<file path="config.mk">
export PLATFORM = sky130hd
export DESIGN_NAME = cv32e41s_alert_handler
export DESIGN_NICKNAME = d
export VERILOG_FILES = /design/src/rtl/cv32e41s_alert_handler.sv
export SDC_FILE = /design/constraint.sdc
export NUM_CORES = 1
export LEC_CHECK = 0
export CORE_MARGIN = 4
export CORE_UTILIZATION = 40
export CTS_CLUSTER_DIAMETER = 120
export DETAILED_ROUTE_END_ITERATION = 12
export SYNTH_ARGS = -nofsm -noshare
export SYNTH_HDL_FRONTEND = slang
export SYNTH_SLANG_ARGS = --single-unit
</file>
<file path="constraint.sdc">
create_clock -name clk -period 2.2 [get_ports clk]
set_input_delay 0.33 -clock clk [delete_from_list [all_inputs] [get_ports clk]]
set_output_delay 0.33 -clock clk [all_outputs]
set_load 0.02 [all_outputs]
</file>
<file path="src/rtl/cv32e41s_alert_handler.sv">
// Alert receiver/escalation unit: leaky-bucket minor counter, NMI escalation, sticky reset request.
// Optional leak (minor_cnt decrement) is enabled by defining ALERT_HANDLER_LEAK_EN.
module cv32e41s_alert_handler #(
  parameter int unsigned MINOR_THRESHOLD = 4,
  parameter int unsigned LEAK_PERIOD     = 1024,
  parameter int unsigned NMI_TIMEOUT     = 256,
  parameter int unsigned CNT_W           = 8
) (
  input  logic             clk,
  input  logic             rst,
  input  logic             alert_minor_i,
  input  logic             alert_major_i,
  input  logic             nmi_ack_i,
  input  logic             clr_i,
  output logic             nmi_req_o,
  output logic             reset_req_o,
  output logic [CNT_W-1:0] minor_cnt_o,
  output logic             major_seen_o,
  output logic [1:0]       state_o
);

  localparam int unsigned TMO_W = (NMI_TIMEOUT > 1) ? $clog2(NMI_TIMEOUT) : 1;

  typedef enum logic [1:0] {
    IDLE      = 2'd0,
    ESC_NMI   = 2'd1,
    ACKED     = 2'd2,
    ESC_RESET = 2'd3
  } state_e;

  state_e           state_q, state_d;
  logic [CNT_W-1:0] minor_cnt_q, minor_cnt_d, minor_cnt_upd;
  logic [TMO_W-1:0] tmo_cnt_q, tmo_cnt_d;
  logic             major_seen_q, major_seen_d;
  logic             esc_minor;
  logic             clr_ok;

`ifdef ALERT_HANDLER_LEAK_EN
  localparam int unsigned LEAK_W = $clog2(LEAK_PERIOD);
  logic [LEAK_W-1:0] leak_cnt_q, leak_cnt_d, leak_cnt_upd;
`endif

  // Counter update before any clear; a minor alert beats a same-cycle leak wrap.
  always_comb begin
    minor_cnt_upd = minor_cnt_q;
`ifdef ALERT_HANDLER_LEAK_EN
    leak_cnt_upd  = leak_cnt_q;
`endif
    if (state_q != ESC_RESET) begin
      if (alert_minor_i) begin
        if (minor_cnt_q != '1) minor_cnt_upd = minor_cnt_q + 1'b1;
`ifdef ALERT_HANDLER_LEAK_EN
        leak_cnt_upd = '0;
      end else if (minor_cnt_q != '0) begin
        if (leak_cnt_q == LEAK_W'(LEAK_PERIOD - 1)) begin
          leak_cnt_upd  = '0;
          minor_cnt_upd = minor_cnt_q - 1'b1;
        end else begin
          leak_cnt_upd = leak_cnt_q + 1'b1;
        end
      end else begin
        leak_cnt_upd = '0;
`endif
      end
    end
  end

  assign esc_minor = (minor_cnt_upd >= CNT_W'(MINOR_THRESHOLD));

  always_comb begin
    state_d     = state_q;
    minor_cnt_d = minor_cnt_upd;
`ifdef ALERT_HANDLER_LEAK_EN
    leak_cnt_d  = leak_cnt_upd;
`endif
    tmo_cnt_d   = '0;
    clr_ok      = 1'b0;
    unique case (state_q)
      IDLE: begin
        if (alert_major_i || esc_minor) begin
          state_d = ESC_NMI;
        end else if (clr_i) begin
          clr_ok = 1'b1;
        end
      end
      ESC_NMI: begin
        tmo_cnt_d = tmo_cnt_q + 1'b1;
        if (alert_major_i) begin
          state_d = ESC_RESET;
        end else if (nmi_ack_i) begin
          state_d = ACKED;
        end else if (tmo_cnt_q == TMO_W'(NMI_TIMEOUT - 1)) begin
          state_d = ESC_RESET;
        end
      end
      ACKED: begin
        if (alert_major_i) begin
          state_d = ESC_RESET;
        end else if (clr_i) begin
          state_d = IDLE;
          clr_ok  = 1'b1;
        end
      end
      ESC_RESET: state_d = ESC_RESET;
      default:   state_d = IDLE;
    endcase
    if (clr_ok) begin
      minor_cnt_d = '0;
`ifdef ALERT_HANDLER_LEAK_EN
      leak_cnt_d  = '0;
`endif
    end
  end

  always_comb begin
    major_seen_d = major_seen_q;
    if (alert_major_i)  major_seen_d = 1'b1;
    else if (clr_ok)    major_seen_d = 1'b0;
  end

  always_ff @(posedge clk) begin
    if (rst) begin
      state_q      <= IDLE;
      minor_cnt_q  <= '0;
      tmo_cnt_q    <= '0;
      major_seen_q <= 1'b0;
`ifdef ALERT_HANDLER_LEAK_EN
      leak_cnt_q   <= '0;
`endif
    end else begin
      state_q      <= state_d;
      minor_cnt_q  <= minor_cnt_d;
      tmo_cnt_q    <= tmo_cnt_d;
      major_seen_q <= major_seen_d;
`ifdef ALERT_HANDLER_LEAK_EN
      leak_cnt_q   <= leak_cnt_d;
`endif
    end
  end

  assign nmi_req_o    = (state_q == ESC_NMI);
  assign reset_req_o  = (state_q == ESC_RESET);
  assign minor_cnt_o  = minor_cnt_q;
  assign major_seen_o = major_seen_q;
  assign state_o      = state_q;

endmodule

</file>
==> results list <==
- Combinational logic is responsible for 17.1% of the overall power.
* Async SR Flop Fraction: 0%
* Final ANT Viol Nets: 0
* Pre-CTS setup slack: 0.214 ns
* Startpoint of the lowest-slack register-to-register path: minor_cnt_o[0]$_SDFF_PP0_
- STA puts the critical path data required time at 1.87 ns.
- The tree is rooted in a sky130_fd_sc_hd__clkbuf_4.
- Count of pins on the block boundary: 19
- Final count of pins violating max slew: 0
- Once the floorplan was initialized, standard cells occupied 43.8% of the core.
- After clock tree synthesis, the clock-pin slew on the worst setup and hold paths is 0.11 ns.
* Total number of vias: 889
- At the pin with the least slew margin, the transition time is 0.454 ns.
- Endpoints failing hold: 0
- Most frequently used flop master after synthesis: sky130_fd_sc_hd__dfxtp_1
* TritonCTS buffer count: 3
- Clk buf depth: 2
- Crit. Startpoint: state_o[0]$_SDFFE_PP0P_
- Routability Congestion: 0.785
- Number of design-rule violations left by the first detailed-router iteration: 14
- Ranked by instance count, the synthesized netlist is headed by sky130_fd_sc_hd__dfxtp_1 (19), sky130_fd_sc_hd__nor2_1 (15), sky130_fd_sc_hd__inv_1 (6).
* Final worst slack: 0.188 ns
- The region available for standard cell placement spans 2300 sq um.
- Crit path launch type: flop
* Height of the chip: 58.2 um
- TritonCTS clock tree: yes
- Fraction of synthesized cell area taken by the top area cell type: 37.8%
* Area growth, synth to finish: 23.6%
- After clock tree synthesis, the setup repair step added 0 buffers.
* Number of distinct standard cells referenced by the synthesized netlist: 35
- The post-route netlist has 8.82% of its cells at a drive strength greater than 1.
- The run finished with clean final reports.
- Buffers inserted to repair hold after CTS numbered 0.
- P_leak: 0.470 nW
- The analysis attributes to net switching a power of 184 uW.
* Final wirelength: 2120 um
- The internal power of the cells totals 482 uW.
- Setup repair after global routing left no endpoint under its margin.
- Detailed-routing iteration count for the pre-antenna-repair pass: 4
- Drt drc: 0
- In this run the most critical hold path is launched from tmo_cnt_q[0]$_SDFF_PP0_.
* Peak supply drop: 0.000268 V
* Crit path arrival time: 1.68 ns
- Switching fraction of total power: 27.6%
* Routed vias/inst: 5.42
- The count of buffers added on input and output ports is 18.
- Entering global routing, the biggest net connects 11 pins.
- The mapped netlist covers 1010 sq um.
- Standard-cell rows: 17
- The critical path is of the flop to output port type.
- The number of gates resized after CTS was 0.
* Cell type contributing the most total cell area after synthesis: sky130_fd_sc_hd__dfxtp_1
- Global-route wire length before repair: 3570 um
* Number of flops mapped to enable cells by yosys: 0
- Crit-path max cell delay: 0.62 ns
- Antenna violations before repair: 0
* Insertion delay of the later-clocked pin in the worst-skew pair: 0.29 ns
- Share of total power in the clock network: 26.7%
* Die W: 58.2 um
* Areal power density over the cells: 535 nW/um^2
- Counting I/O delays and the setup requirement, the final critical path takes 2.01 ns.
* Largest cells by area after synthesis: sky130_fd_sc_hd__dfxtp_1 (38%), sky130_fd_sc_hd__nor2_1 (5.6%), sky130_fd_sc_hd__xnor2_1 (4.3%)
- The final layout contains 145 nets.
- Sequential element share of the synthesized area: 37.8%
- Across the run, the number of max-cap violations was 0.
* Syn Nets: 122
- Summed over all failing endpoints, the final setup total negative slack is 0 ns.
- Synthesized netlist cell count: 114
* Number of antenna diodes: 0
- In the final routed layout, each cell accounts on average for 12.9 um.
- Dividing the final minimum period by the clock period gives 91.4%.
- Registers are responsible for 56.1% of the overall power.
- Number of storage elements in the synthesis netlist: 19
- Summed over all nets, the half-perimeter wirelength after detailed placement is 1620 um.
- Total routing usage reported by global routing: 13.2%
- Area of the die: 3380 sq um
- Remaining Overflow, GRT: 0
- The most common cell in the synthesized netlist is sky130_fd_sc_hd__dfxtp_1.
- The clock drives 19 sinks.
- Timing-limited maximum frequency: 497 MHz
- Number of global-route vias before repair: 853
* Avg Synthesized Cell Area: 8.84 sq um
* Worst hold path class: flop to flop
- STA classifies the critical path endpoint as an output port.
- Fillers: 224
* Worst-path fanout max: 10
- Critical-path cell with the highest stage delay: sky130_fd_sc_hd__clkdlybuf4s50_1
- During synthesis, Yosys emitted a total of 0 warnings.
- Traced cell by cell, the critical path runs through and2b_1, clkdlybuf4s50_1.
- Setup violations remaining at the end of the flow were counted as 0.
- Across the routed clock network, the largest skew measured is 0.00488 ns.
- The worst pin sits at a relative slew slack of 69.5%.
* Number of levels in the clock H-tree: 1
==> placed cells by master, fill, tap and decap left out, drive strengths merged <==
master | Yosys | final
a211oi | 2 | 2
a21bo | 1 | 1
a21boi | 1 | 1
a21o | 2 | 2
a21oi | 5 | 5
a311o | 1 | 1
a31oi | 4 | 4
and2 | 1 | 1
and2b | 1 | 1
and3 | 4 | 4
buf | 1 | 1
clkbuf | 0 | 4
clkdlybuf4s50 | 0 | 18
dfxtp | 19 | 19
ha | 2 | 2
inv | 6 | 6
mux2i | 3 | 3
nand2 | 4 | 4
nand2b | 3 | 3
nand3 | 5 | 5
nand3b | 1 | 1
nand4 | 6 | 6
nor2 | 15 | 15
nor2b | 1 | 1
nor3 | 4 | 4
nor3b | 1 | 1
nor4 | 2 | 2
o21a | 1 | 1
o21ai | 8 | 8
o31a | 1 | 1
or2 | 1 | 1
or3 | 1 | 1
xnor2 | 5 | 5
xor2 | 2 | 2
==> power groups by stage <==
stage	clock [mW]	sequential (mW)	combinational, mW
6_report	0.178	0.374	0.114
5_1_grt	0.195	0.377	0.125
4_1_cts	0.187	0.375	0.115
3_5_place_dp	0	0.382	0.115
3_3_place_gp	0	0.382	0.114
2_1_floorplan	0	0.387	0.0624
==> kinds of logic after synthesis <==
family,count (synthesis),share of synthesized area [%]
mux,3,2.98
buf+inv,7,3.35
simple gates,50,29.2
fa+ha+maj,2,2.48
xor+xnor,7,6.09
compound gates,26,18.1
flops,19,37.8
==> flip-flops by register name (all words and copies together), names as in the netlist <==
register / count
tmo_cnt_q: 8
minor_cnt_o: 8
major_seen_o: 1
state_o: 2
==> through the flow <==
step | std cells | area [sq um] | hold WS, ns | total power, mW | util, %
floorplan | 114 | 1010 | 0.409 | 0.450 | -
global placement | 160 | 1220 | 0.451 | 0.496 | 53.1
detailed placement | 160 | 1220 | 0.478 | 0.497 | 53.1
CTS | 164 | 1240 | 0.504 | 0.676 | 54.2
global route | 164 | 1240 | 0.524 | 0.696 | 54.2
finish | 164 | 1240 | 0.489 | 0.666 | 54.2
==> critical path: cells and delay by family (launching register included) <==
| kind | cells | cell delay (ns) |
|---|---|---|
| buffers and inverters | 1 | 0.62 |
| AND/OR/NAND/NOR | 1 | 0.23 |
| flip-flops | 1 | 0.53 |
==> layer usage <==
metal	up-vias	routed length (um)	track usage (%)
li1	457	-	-
met1	412	1110	17.3
met2	18	920	20.5
met3	2	73	2.45
met4	0	14	6.62
met5	-	0	0
==> final timing paths <==
check                                                  to  slack [ns]  cells past startpoint
worst min register to register    tmo_cnt_q[0]$_SDFF_PP0_        0.49                      1
worst min-delay path              tmo_cnt_q[0]$_SDFF_PP0_        0.49                      1
worst max-delay path                            nmi_req_o        0.19                      2
worst max register to register  major_seen_o$_SDFFE_PP0P_        0.30                      6
==> area by class of cell <==
| cell class | count | area [sq um] | share of cell area, % |
|---|---|---|---|
| Multi-Input combinational cell | 88 | 593 | 47.6 |
| Sequential cell | 19 | 380 | 30.6 |
| Timing Repair Buffer | 19 | 188 | 15.1 |
| Tap cell | 28 | 35.0 | 2.81 |
| Clock buffer | 4 | 26.3 | 2.11 |
| Inverter | 6 | 22.5 | 1.81 |
(Power assumes the default switching activity.)
